--- src/rtl/spn_req_sequencer.sv ---
// Request front-end for the 3-round SPN core: queues requests, issues one opcode
// pulse per request, captures the core's reply and returns it on a valid/ready port.
//
// state   | meaning
// IDLE    | waiting for a queued request; pops the FIFO head when one is present
// ISSUE   | opcode driven to the core for this single cycle
// CAPTURE | core reply present on its outputs; sampled into the response registers
// HOLD    | response held stable until the downstream accepts it
module spn_req_sequencer #(
    parameter int DEPTH = 4,
    parameter int ERRW  = 8
) (
    input  logic                       i_clk,
    input  logic                       i_rst,
    input  logic                       i_req_valid,
    output logic                       o_req_ready,
    input  logic [1:0]                 i_req_op,
    input  logic [15:0]                i_req_data,
    input  logic [31:0]                i_req_key,
    output logic [1:0]                 o_core_opcode,
    output logic [15:0]                o_core_data_in,
    output logic [31:0]                o_core_key,
    input  logic [1:0]                 i_core_valid,
    input  logic [15:0]                i_core_data_out,
    output logic                       o_rsp_valid,
    input  logic                       i_rsp_ready,
    output logic [15:0]                o_rsp_data,
    output logic [1:0]                 o_rsp_op,
    output logic                       o_rsp_err,
    output logic [ERRW-1:0]            o_err_count,
    output logic [$clog2(DEPTH+1)-1:0] o_fifo_count,
    output logic                       o_busy
);

    localparam int AW = (DEPTH > 1) ? $clog2(DEPTH) : 1;
    localparam int CW = $clog2(DEPTH + 1);
    localparam int EW = 50;

    typedef enum logic [1:0] {
        IDLE    = 2'd0,
        ISSUE   = 2'd1,
        CAPTURE = 2'd2,
        HOLD    = 2'd3
    } state_t;

    state_t          r_state;
    state_t          w_state_nxt;

    logic [EW-1:0]   r_mem [DEPTH];
    logic [AW-1:0]   r_wr_ptr;
    logic [AW-1:0]   r_rd_ptr;
    logic [CW-1:0]   r_count;

    logic [1:0]      r_core_opcode;
    logic [15:0]     r_core_data_in;
    logic [31:0]     r_core_key;
    logic [1:0]      r_issued_op;
    logic            r_rsp_valid;
    logic [15:0]     r_rsp_data;
    logic [1:0]      r_rsp_op;
    logic            r_rsp_err;
    logic [ERRW-1:0] r_err_count;

    logic [EW-1:0]   w_head;
    logic [1:0]      w_head_op;
    logic [15:0]     w_head_data;
    logic [31:0]     w_head_key;
    logic            w_push;
    logic            w_pop;
    logic            w_issue;
    logic            w_illegal;
    logic            w_capture;
    logic            w_rsp_done;
    logic            w_cap_err;
    logic            w_load_err;

    assign w_head      = r_mem[r_rd_ptr];
    assign w_head_op   = w_head[49:48];
    assign w_head_data = w_head[47:32];
    assign w_head_key  = w_head[31:0];

    // No pass-through: a full FIFO refuses the offer even if the head pops this cycle.
    assign o_req_ready = (r_count != CW'(DEPTH));
    assign w_push      = i_req_valid && o_req_ready;
    assign w_pop       = (r_state == IDLE) && (r_count != '0);

    always_ff @(posedge i_clk) begin
        if (i_rst) begin
            r_wr_ptr <= '0;
            r_rd_ptr <= '0;
            r_count  <= '0;
        end else begin
            if (w_push) r_wr_ptr <= r_wr_ptr + AW'(1);
            if (w_pop)  r_rd_ptr <= r_rd_ptr + AW'(1);
            if (w_push && !w_pop)      r_count <= r_count + CW'(1);
            else if (w_pop && !w_push) r_count <= r_count - CW'(1);
        end
    end

    always_ff @(posedge i_clk) begin
        if (w_push) r_mem[r_wr_ptr] <= {i_req_op, i_req_data, i_req_key};
    end

    always_ff @(posedge i_clk) begin
        if (i_rst) r_state <= IDLE;
        else       r_state <= w_state_nxt;
    end

    always_comb begin
        w_state_nxt = r_state;
        case (r_state)
            IDLE:    if (w_pop) w_state_nxt = (w_head_op == 2'b00) ? HOLD : ISSUE;
            ISSUE:   w_state_nxt = CAPTURE;
            CAPTURE: w_state_nxt = HOLD;
            HOLD:    if (i_rsp_ready) w_state_nxt = IDLE;
            default: w_state_nxt = IDLE;
        endcase
    end

    always_comb begin
        w_issue    = 1'b0;
        w_illegal  = 1'b0;
        w_capture  = 1'b0;
        w_rsp_done = 1'b0;
        case (r_state)
            IDLE: begin
                w_issue   = w_pop && (w_head_op != 2'b00);
                w_illegal = w_pop && (w_head_op == 2'b00);
            end
            CAPTURE: w_capture  = 1'b1;
            HOLD:    w_rsp_done = i_rsp_ready;
            default: ;
        endcase
    end

    // Op 11 is sent to the core on purpose but always reported as an error.
    assign w_cap_err  = (r_issued_op == 2'b11) || (i_core_valid != r_issued_op);
    assign w_load_err = w_illegal || (w_capture && w_cap_err);

    always_ff @(posedge i_clk) begin
        if (i_rst) begin
            r_core_opcode  <= 2'b00;
            r_core_data_in <= '0;
            r_core_key     <= '0;
            r_issued_op    <= 2'b00;
            r_rsp_valid    <= 1'b0;
            r_rsp_data     <= '0;
            r_rsp_op       <= 2'b00;
            r_rsp_err      <= 1'b0;
            r_err_count    <= '0;
        end else begin
            r_core_opcode <= w_issue ? w_head_op : 2'b00;
            if (w_issue) begin
                r_core_data_in <= w_head_data;
                r_core_key     <= w_head_key;
                r_issued_op    <= w_head_op;
            end
            if (w_illegal) begin
                r_rsp_valid <= 1'b1;
                r_rsp_data  <= '0;
                r_rsp_op    <= 2'b00;
                r_rsp_err   <= 1'b1;
            end else if (w_capture) begin
                r_rsp_valid <= 1'b1;
                r_rsp_data  <= w_cap_err ? 16'h0000 : i_core_data_out;
                r_rsp_op    <= r_issued_op;
                r_rsp_err   <= w_cap_err;
            end else if (w_rsp_done) begin
                r_rsp_valid <= 1'b0;
            end
            if (w_load_err && (r_err_count != '1)) r_err_count <= r_err_count + ERRW'(1);
        end
    end

    assign o_core_opcode  = r_core_opcode;
    assign o_core_data_in = r_core_data_in;
    assign o_core_key     = r_core_key;
    assign o_rsp_valid    = r_rsp_valid;
    assign o_rsp_data     = r_rsp_data;
    assign o_rsp_op       = r_rsp_op;
    assign o_rsp_err      = r_rsp_err;
    assign o_err_count    = r_err_count;
    assign o_fifo_count   = r_count;
    assign o_busy         = (r_state != IDLE) || (r_count != '0);

endmodule

--- config.mk ---
export PLATFORM = sky130hd
export DESIGN_NAME = spn_req_sequencer
export DESIGN_NICKNAME = d
export VERILOG_FILES = /design/src/rtl/spn_req_sequencer.sv
export SDC_FILE = /design/constraint.sdc
export NUM_CORES = 1
export LEC_CHECK = 0
export ABC_AREA = 1
export BUFFER_PORTS_ARGS = -buffer_cell sky130_fd_sc_hd__buf_2
export CORE_ASPECT_RATIO = 1.25
export CORE_MARGIN = 2
export CORE_UTILIZATION = 55
export CTS_BUF_LIST = sky130_fd_sc_hd__clkbuf_4 sky130_fd_sc_hd__clkbuf_8 sky130_fd_sc_hd__clkbuf_16
export CTS_CLUSTER_SIZE = 10
export DETAILED_ROUTE_END_ITERATION = 7
export MAX_ROUTING_LAYER = met4
export PLACE_DENSITY = 0.77
export SLEW_MARGIN = 10
export SYNTH_ARGS = -nofsm -noshare
export SYNTH_HDL_FRONTEND = slang
export SYNTH_SLANG_ARGS = --single-unit
--- constraint.sdc ---
create_clock -name i_clk -period 6.78 [get_ports i_clk]
set_clock_uncertainty 0.05 [all_clocks]
set_input_delay 1.695 -clock i_clk [delete_from_list [all_inputs] [get_ports i_clk]]
set_output_delay 1.695 -clock i_clk [all_outputs]
set_load 0.01 [all_outputs]
==> run summary, run 1 <==
Reg2reg setup slack -> 2.98 ns
Die H -> 162 microns
Clock power frac -> 32.7%
Async set-reset flop share out of synthesis -> 0%
VDD IR max -> 0.255 mV
Syn_area_per_cell -> 11.6 sq um
1st-iter DRT viols -> 534
Clock-pin slew on the worst setup and hold paths -> 0.06 ns
Layout area overhead -> 19.2%
Critical path type -> reg2reg
Relative max-transition margin -> 27.8%
Port bufs -> 154
Total track usage -> 22.9%
Largest net degree at the start of global routing -> 102
Startpoint class of the critical path -> register
WL per Instance -> 17.0 microns
Number of global-route vias before repair -> 7521
Die width -> 130 microns
Part of the power in registers -> 42.8%
Min Tclk post-route -> 3.80 ns
Starting Density -> 56.2%
IO Pins -> 155
Slew Limit Fails -> 0
Worst-path fanout max -> 101
Worst Path Required -> 7.19 ns
Crit path DAT -> 4.20 ns
Outcome -> complete, no violations
Root buf cell -> clkbuf_16
Hold Buf Count CTS -> 0
Synthesized cell area -> 10900 sq um
Sum Neg Setup Slack -> 0 ns
Fraction of layout instances using a drive strength above 1 -> 22.4%
Sw frac -> 33.0%
Skew-Pair Late Insertion Delay -> 0.52 ns
Post-Syn Nets -> 1026
Final setup fails -> 0
Area leader, netlist -> edfxtp_1
Clock net sink count -> 291
Most frequent cells in the layout -> 203 x nor2_1, 200 x edfxtp_1, 154 x buf_2, 142 x o21ai_0, 89 x dfxtp_1
Total leakage power -> 0.00501 uW
Global-route wire length before repair -> 36900 microns
Internal power -> 3710 uW
# rows -> 57
DIE AREA -> 21000 sq um
Top FF cell, synth -> edfxtp_1
Gate count after technology mapping -> 943
NetSw -> 1820 uW
Most common cell after layout, fill and taps aside -> nor2_1
Post-Route WL -> 23400 microns
Worst Setup EP -> o_core_key[17]
CTS tree -> done
Core area -> 19500 sq um
Top-area cell type share of the netlist area -> 54.9%
Initial antenna violation count -> 1
Final hold vios -> 0
H-tree lvl count -> 2
Worst-Margin Slew -> 1.08 ns
# resized after CTS -> 0
Max-Cap Viols -> 0
Seq/Total Area, Yosys -> 71.6%
TritonCTS Buffers -> 35
Fmax -> 263 MHz
Routed Antenna Nets -> 0
PD cells -> 424 nW/um^2
DP HPWL -> 12900 microns
Clk buf depth -> 3
Core Util, Final -> 66.9%
Via density -> 5.51
Synth unique cells -> 29
Reg-to-reg endpoint -> o_core_key[17]
FF-to-FF path depth -> 11
Initial DRT Pass Iterations -> 5
Hold WC Path Type -> reg2reg
Synth Warn # -> 0
Routability cong. -> 0.747
Post-CTS setup buffers -> 0
DRC viols -> 0
RSZ-0062 raised after global routing -> false
Comb power frac -> 24.5%
FF+latch count, synth -> 291
Fin crit share -> 56.0%
CP Capture Type -> register
Fin nets -> 1168
Grt total ovfl -> 0
Synth area leaders -> edfxtp_1 55%, dfxtp_1 17%, nor2_1 7.1%
Vias -> 7599
EDFF count, synth -> 200
[cell type report]
class                      count  area (sq um)
multi-input combinational    567          2780
antenna                        1          2.50
sequential                   291          7830
timing repair buffer         160           816
fill                        1413          6440
tap                          265           332
inverter                      30           113
clock buffer                  61          1100
clock inverter                 3          56.3
[through the flow]
| step | instance area, sq um | instances | worst slack (ns) | total power [uW] | hold slack (ns) |
|---|---|---|---|---|---|
| 6_report | 13000 | 1378 | 2.98 | 5530 | 0.407 |
| 5_1_grt | 13000 | 1378 | 2.54 | 5840 | 0.420 |
| 4_1_cts | 13000 | 1377 | 2.93 | 5550 | 0.410 |
| 3_5_place_dp | 11900 | 1313 | 2.94 | 3740 | 0.400 |
| 3_3_place_gp | 11900 | 1313 | 3.01 | 3700 | 0.397 |
| 2_1_floorplan | 10900 | 943 | 2.31 | 3330 | 0.386 |
[sequential cells by signal (all words and copies together), names as in the netlist, named ones only]
signal and flops:
r_state 2, r_rd_ptr 2, o_err_count 8, r_wr_ptr 2, r_mem 200, o_fifo_count 3
o_core_data_in 16, o_rsp_data 16, o_rsp_err 1, o_rsp_valid 1, o_core_key 32, r_issued_op 2
o_rsp_op 2, o_core_opcode 2
[power by group through the flow]
stage	logic (uW)	clock network, uW	registers, uW
after floorplan	986	0	2340
after global placement	1310	0	2390
after detailed placement	1340	0	2400
after CTS	1360	1820	2370
after global routing	1530	1900	2410
final	1350	1810	2370
[kinds of logic (layout without fill, tap and decap cells)]
family	after synthesis	count (layout)	share of synthesized area, %
and+or+nand+nor	309	309	11.7
DFF	291	291	71.6
AOI/OAI and AO/OA	242	242	11.7
buffers and inverters	85	254	3.30
adders and majority gates	11	11	1.33
xor gates and xnor gates	5	5	0.469
other	0	1	0
[cell usage after synthesis (4+ instances only)]
cell / number
inv_1: 25
inv_2: 4
ha_1: 10
nand2_1: 55
nand4_1: 17
edfxtp_1: 200
o21ai_1: 14
o22ai_1: 48
dfxtp_1: 91
a21oi_1: 36
clkbuf_1: 32
nor2_1: 207
o21ai_0: 142
buf_2: 16
nand2_2: 7
nand3_1: 18
xor2_1: 4
[critical path: stages, from the launching register on]
cell and delay, ns:
dfxtp_4 1.00, inv_2 0.71, nand2_1 0.20, nand3_1 0.10, nand2_2 0.17, nand2_2 0.06, inv_2 0.07, nor2_4 0.03
buf_4 0.29, inv_2 0.74, nor2_1 0.15, nor2_1 0.14
[per-layer routing]
layer	up-vias	track usage (%)	routed length (microns)	share of wire (%)
li1	3634	-	-	-
met4	0	9.87	648	2.8
met2	299	38.1	11700	50
met3	55	3.95	1590	6.8
met1	3611	27.7	9480	40
met5	-	-	0	0
[how the worst min path moves through the flow]
stage,from,endpoint,slack [ns],depth (start not counted)
after global placement,r_rd_ptr[1],register,0.40,2
final,o_rsp_data[2],o_rsp_data[2],0.41,2
after detailed placement,r_rd_ptr[1],register,0.40,2
after global routing,o_rsp_data[2],o_rsp_data[2],0.42,2
after floorplan,r_rd_ptr[1],register,0.39,2
after CTS,o_rsp_data[2],o_rsp_data[2],0.41,2
Power figures use the tool's default switching activity.
==> run 2, diff against run 1 <==
- clock period: 6.78 -> 3.6 ns (I/O delays scaled with it)
==> run 2 against run 1 <==
  * Largest cell class unchanged
  * Critical path type unchanged
  * Utilization grew 0.084 points
  * Clock power up 80%
  * Maximum frequency increased by 14%
==> run summary, run 2 (same netlist as run 1, synthesis figures left out) <==
Starting Density -> 56.2% (unchanged)
Critical path type -> reg2reg (unchanged)
Number of global-route vias before repair -> 7404 (was 7521)
DP HPWL -> 13900 microns (was 12900 microns)
Most common cell after layout, fill and taps aside -> nor2_1 (unchanged)
Clock-pin slew on the worst setup and hold paths -> 0.05 ns (was 0.06 ns)
Initial antenna violation count -> 1 (unchanged)
Slowest cell on crit path -> nor2_4 (was dfxtp_4)
Slew Limit Fails -> 0 (unchanged)
N_diodes -> 0 (was 1)
Dpl cell area -> 12000 sq um (was 11900 sq um)
Total leakage power -> 0.00502 uW (was 0.00501 uW)
Hold Buf Count CTS -> 0 (unchanged)
Fin crit share -> 92.5% (was 56.0%)
CP Capture Type -> register (unchanged)
Initial DRT Pass Iterations -> 5 (unchanged)
Max-Cap Viols -> 0 (unchanged)
Grt total ovfl -> 0 (unchanged)
Outcome -> complete, no violations (unchanged)
Fraction of layout instances using a drive strength above 1 -> 22.9% (was 22.4%)
Sum Neg Setup Slack -> 0 ns (unchanged)
Routability cong. -> 0.770 (was 0.747)
TritonCTS Buffers -> 35 (unchanged)
PD cells -> 793 nW/um^2 (was 424 nW/um^2)
Post-CTS setup buffers -> 0 (unchanged)
Critical Path, Cell by Cell -> inv_2 -> nand3_1 -> nand2_2 -> nand2_2 -> inv_2 -> nor2_4 -> inv_2 -> buf_4 -> nor2_1 -> nor2_1 (was inv_2 -> nand2_1 -> nand3_1 -> nand2_2 -> nand2_2 -> inv_2 -> nor2_4 -> buf_4 -> inv_2 -> nor2_1 -> nor2_1)
CTS tree -> done (unchanged)
DRC viols -> 0 (unchanged)
Layout area overhead -> 19.3% (was 19.2%)
Post-route cell area -> 13000 sq um (about the same)
Most flops, register -> r_mem (unchanged)
Worst-path fanout max -> 50 (was 101)
Fmax -> 300 MHz (was 263 MHz)
Port bufs -> 154 (unchanged)
Root buf cell -> clkbuf_16 (unchanged)
IO Pins -> 155 (unchanged)
# rows -> 57 (unchanged)
Die H -> 162 microns (unchanged)
Via density -> 5.51 (about the same)
Relative max-transition margin -> 22.2% (was 27.8%)
Clk buf depth -> 3 (unchanged)
Startpoint class of the critical path -> register (unchanged)
Total track usage -> 23.0% (was 22.9%)
Largest net degree at the start of global routing -> 93 (was 102)
Die width -> 130 microns (unchanged)
Global-route wire length before repair -> 37000 microns (was 36900 microns)
Hold WC Path Type -> reg2reg (unchanged)
1st-iter DRT viols -> 673 (was 534)
Vias -> 7627 (was 7599)
Routed Antenna Nets -> 0 (unchanged)
# resized after CTS -> 0 (unchanged)
Worst-Margin Slew -> 1.16 ns (was 1.08 ns)
DIE AREA -> 21000 sq um (unchanged)
Fin nets -> 1177 (was 1168)
WL per Instance -> 17.2 microns (was 17.0 microns)
CP dominant cell by count -> inv_2 (unchanged)
Clock net sink count -> 291 (unchanged)
Delay of the slowest critical-path stage -> 0.87 ns (was 1.00 ns)
Post-Route WL -> 23800 microns (was 23400 microns)
Most frequent cells in the layout -> 203 x nor2_1, 200 x edfxtp_1, 154 x buf_2, 142 x o21ai_0, 89 x dfxtp_1 (unchanged)
Max reg flops -> 200 (unchanged)
Filler Cell Count -> 1407 (was 1413)
Worst Path Required -> 3.93 ns (was 7.19 ns)
Crit path DAT -> 3.66 ns (was 4.20 ns)
Final hold vios -> 0 (unchanged)
Skew-Pair Late Insertion Delay -> 0.50 ns (was 0.52 ns)
VDD IR max -> 0.533 mV (was 0.255 mV)
Min Tclk post-route -> 3.33 ns (was 3.80 ns)
RSZ-0062 raised after global routing -> false (unchanged)
Reg2reg setup slack -> 0.27 ns (was 2.98 ns)
Core area -> 19500 sq um (unchanged)
Final setup fails -> 0 (unchanged)
H-tree lvl count -> 2 (unchanged)
==> run 2: power breakdown <==
part | internal (uW) | switching (uW) | total [uW] | leakage, uW
logic | 849 | 1950 | 2800 | 0.00189
registers | 4080 | 219 | 4290 | 0.00258
clock network | 2000 | 1250 | 3250 | 0.000555
total | 6920 | 3420 | 10300 | 0.00502
==> run 2: final timing paths <==
kind,start,endpoint,depth (start not counted)
setup / recovery,register,o_core_data_in[1],10
hold / removal,o_rsp_op[1],o_rsp_op[1],2
setup reg to reg,register,o_core_data_in[1],10
hold reg to reg,o_rsp_op[1],o_rsp_op[1],2
==> run 2: area by class of cell <==
| class | instances | area, sq um | share of cell area (%) |
|---|---|---|---|
| clock buffer | 58 | 1050 | 8.04 |
| clock inverter | 4 | 35.0 | 0.269 |
| inverter | 30 | 113 | 0.863 |
| multi-input combinational | 567 | 2780 | 21.3 |
| sequential | 291 | 7830 | 60.0 |
| tap | 265 | 332 | 2.54 |
| timing repair buffer | 169 | 908 | 6.96 |
==> run 2: metrics by stage <==
stage,setup slack [ns],util [%],cells,total power (uW),hold WS (ns)
CTS,0.284,67.0,1384,10400,0.408
global route,0.0217,67.0,1384,10900,0.425
global placement,0.454,61.4,1322,7070,0.398
finish,0.270,67.0,1384,10300,0.406
detailed placement,0.324,61.4,1322,7150,0.400
floorplan,-0.0753,-,943,6270,0.386
==> run 2: layer usage <==
| layer | up-vias | track usage [%] | part of all wire (%) |
|---|---|---|---|
| met3 | 53 | 4.41 | 6.8 |
| li1 | 3640 | - | - |
| met2 | 314 | 38.0 | 50 |
| met1 | 3620 | 28.4 | 41 |
| met5 | - | - | 0 |
| met4 | 0 | 8.21 | 2.6 |
==> run 2: critical path: cells and delay by family, from the launching register on <==
kind,cells,cell delay (ns)
simple gates,6,1.40
buf+inv,4,1.09
flops,1,0.64
==> run 3, diff against run 2 <==
- CORE_UTILIZATION: 55 -> 51
- PLACE_DENSITY: 0.77 -> 0.75
- clock period: 3.6 -> 3 ns (I/O delays scaled with it)
==> run 3 against run 2 <==
  * Register-to-register slack gained 0.51 ns
  * Final area grew 0.78%
  * Cell count grew 0.94%
  * Non-clock buffer count grew 2
  * Utilization shrank 4.3 points
  * Sequential power grew 19%
  * Critical path type unchanged
  * Largest cell class unchanged
==> run summary, run 3 (same netlist as run 1, synthesis figures left out) <==
# resized after CTS -> 0 (unchanged)
Hold Buf Count CTS -> 0 (unchanged)
Most common cell after layout, fill and taps aside -> nor2_1 (unchanged)
Reg2reg setup slack -> 0.78 ns (was 0.27 ns)
DRC viols -> 0 (unchanged)
Setup ws final -> 0.776 ns (was 0.270 ns)
Max-Cap Viols -> 0 (unchanged)
Die H -> 168 microns (was 162 microns)
Skew-Pair Late Insertion Delay -> 0.51 ns (was 0.50 ns)
Clock power frac -> 31.5% (was 31.4%)
Comb power frac -> 27.5% (was 27.1%)
Clock-pin slew on the worst setup and hold paths -> 0.05 ns (about the same)
Root buf cell -> clkbuf_16 (unchanged)
Routability cong. -> 0.759 (was 0.770)
Slew Limit Fails -> 0 (unchanged)
Worst Setup EP -> r_issued_op[1] (was o_core_data_in[1])
Most flops, register -> r_mem (unchanged)
Post-route cell area -> 13100 sq um (was 13000 sq um)
Dpl cell area -> 12000 sq um (about the same)
Hold WC Path Type -> reg2reg (unchanged)
Reg-to-reg endpoint -> r_issued_op[1] (was o_core_data_in[1])
1st-iter DRT viols -> 553 (was 673)
Initial antenna violation count -> 1 (unchanged)
Vias -> 7468 (was 7627)
Via density -> 5.35 (was 5.51)
Routed Antenna Nets -> 0 (unchanged)
Critical path type -> reg2reg (unchanged)
RSZ-0062 raised after global routing -> false (unchanged)
Global-route wire length before repair -> 36100 microns (was 37000 microns)
Starting Density -> 52.2% (was 56.2%)
Number of global-route vias before repair -> 7170 (was 7404)
Dpl cells -> 1333 (was 1322)
PD cells -> 947 nW/um^2 (was 793 nW/um^2)
DIE AREA -> 22600 sq um (was 21000 sq um)
Fin crit share -> 74.1% (was 92.5%)
Depth of the worst hold-timing path -> 2 (unchanged)
FF-to-FF path depth -> 10 (unchanged)
Metal-1 WL -> 9710 microns (was 9770 microns)
Fin nets -> 1179 (was 1177)
Fmax -> 450 MHz (was 300 MHz)
H-tree lvl count -> 2 (unchanged)
Max reg flops -> 200 (unchanged)
Total leakage power -> 0.00506 uW (was 0.00502 uW)
Port bufs -> 154 (unchanged)
Fraction of layout instances using a drive strength above 1 -> 23.1% (was 22.9%)
Internal power -> 8370 uW (was 6920 uW)
Part of the power in registers -> 41.1% (was 41.5%)
Startpoint class of the critical path -> register (unchanged)
Total track usage -> 20.9% (was 23.0%)
Met2 wire length -> 11400 microns (was 11800 microns)
Worst-Margin Slew -> 0.714 ns (was 1.16 ns)
Post-Route WL -> 23300 microns (was 23800 microns)
CP Capture Type -> register (unchanged)
Core area -> 21000 sq um (was 19500 sq um)
NetSw -> 4080 uW (was 3420 uW)
Die width -> 135 microns (was 130 microns)
Clock net sink count -> 291 (unchanged)
Final setup fails -> 0 (unchanged)
Crit path DAT -> 2.59 ns (was 3.66 ns)
TritonCTS Buffers -> 35 (unchanged)
Pre-CTS WS -> 0.772 ns (was 0.324 ns)
CTS tree -> done (unchanged)
Max layer used -> met4 (unchanged)
Clk buf depth -> 3 (unchanged)
DP HPWL -> 13300 microns (was 13900 microns)
VDD IR max -> 0.629 mV (was 0.533 mV)
Core Util, Final -> 62.7% (was 67.0%)
Hold Slack -> 0.408 ns (was 0.406 ns)
Min Tclk post-route -> 2.22 ns (was 3.33 ns)
Relative max-transition margin -> 52.4% (was 22.2%)
Post-CTS setup buffers -> 0 (unchanged)
# rows -> 59 (was 57)
Met3 WL -> 1670 microns (was 1610 microns)
Initial DRT Pass Iterations -> 5 (unchanged)
Largest net degree at the start of global routing -> 101 (was 93)
Most frequent cells in the layout -> 203 x nor2_1, 200 x edfxtp_1, 154 x buf_2, 142 x o21ai_0, 89 x dfxtp_1 (unchanged)
Layout area overhead -> 20.2% (was 19.3%)
Outcome -> complete, no violations (unchanged)
Sw frac -> 32.8% (was 33.1%)
Final hold vios -> 0 (unchanged)
IO Pins -> 155 (unchanged)
Worst Path Required -> 3.37 ns (was 3.93 ns)
WL per Instance -> 16.6 microns (was 17.2 microns)
Worst-path fanout max -> 100 (was 50)
Filler-free cell count of the finished design -> 1397 (was 1384)
Grt total ovfl -> 0 (unchanged)
[run 3: cell count changes in the layout (fill, tap and decap cells not counted), moves of 2 or more]
| cell | before | now |
|---|---|---|
| inv_6 | 4 | 0 |
| clkbuf_4 | 23 | 25 |
| clkinv_8 | 0 | 2 |
| buf_4 | 13 | 11 |
| buf_12 | 2 | 6 |
[run 3: layout make-up]
cell class,count,area (sq um)
sequential,291,7830
fill,1596,7820
multi-input combinational,567,2780
clock buffer,60,1060
timing repair buffer,171,973
tap,274,343
inverter,30,114
clock inverter,3,41.3
antenna,1,2.50
[run 3: worst min path at each step]
stage	from	to	slack, ns
finish	o_rsp_data[4]	o_rsp_data[4]	0.41
global route	i_req_key[27]	r_mem[2][27]	0.38
CTS	i_req_key[27]	r_mem[0][27]	0.38
global placement	o_rsp_data[4]	o_rsp_data[4]	0.40
detailed placement	o_rsp_data[13]	o_rsp_data[13]	0.40
floorplan	r_rd_ptr[1]	register	0.39
[run 3: per-stage QoR]
| stage | setup TNS [ns] | power [uW] |
|---|---|---|
| after global routing | 0 | 13200 |
| after CTS | 0 | 12500 |
| after detailed placement | 0 | 8600 |
| after floorplan | -105.07 | 7520 |
| after global placement | 0 | 8520 |
| final | 0 | 12400 |
[run 3: power by group through the flow]
stage	Sequential, uW	Combinational [uW]	Clock, uW
2_1_floorplan	5290	2230	0
3_3_place_gp	5180	3350	0
3_5_place_dp	5190	3420	0
4_1_cts	5110	3450	3990
5_1_grt	5170	3830	4160
6_report	5110	3420	3920
[run 3: critical path: stages, from the launching register on]
cell     delay [ns]
dfxtp_4        0.36
buf_12         0.32
nand2_1        0.11
nand3_1        0.12
nand2_2        0.10
nand2_2        0.07
inv_2          0.05
nor2_4         0.08
buf_4          0.49
nand2_1        0.20
o21ai_1        0.19
[run 3: routing by layer]
metal	vias to the layer above	GRT usage [%]
met2	271	34.7
met1	3517	25.3
met3	34	4.24
met5	-	-
li1	3646	-
met4	0	7.88
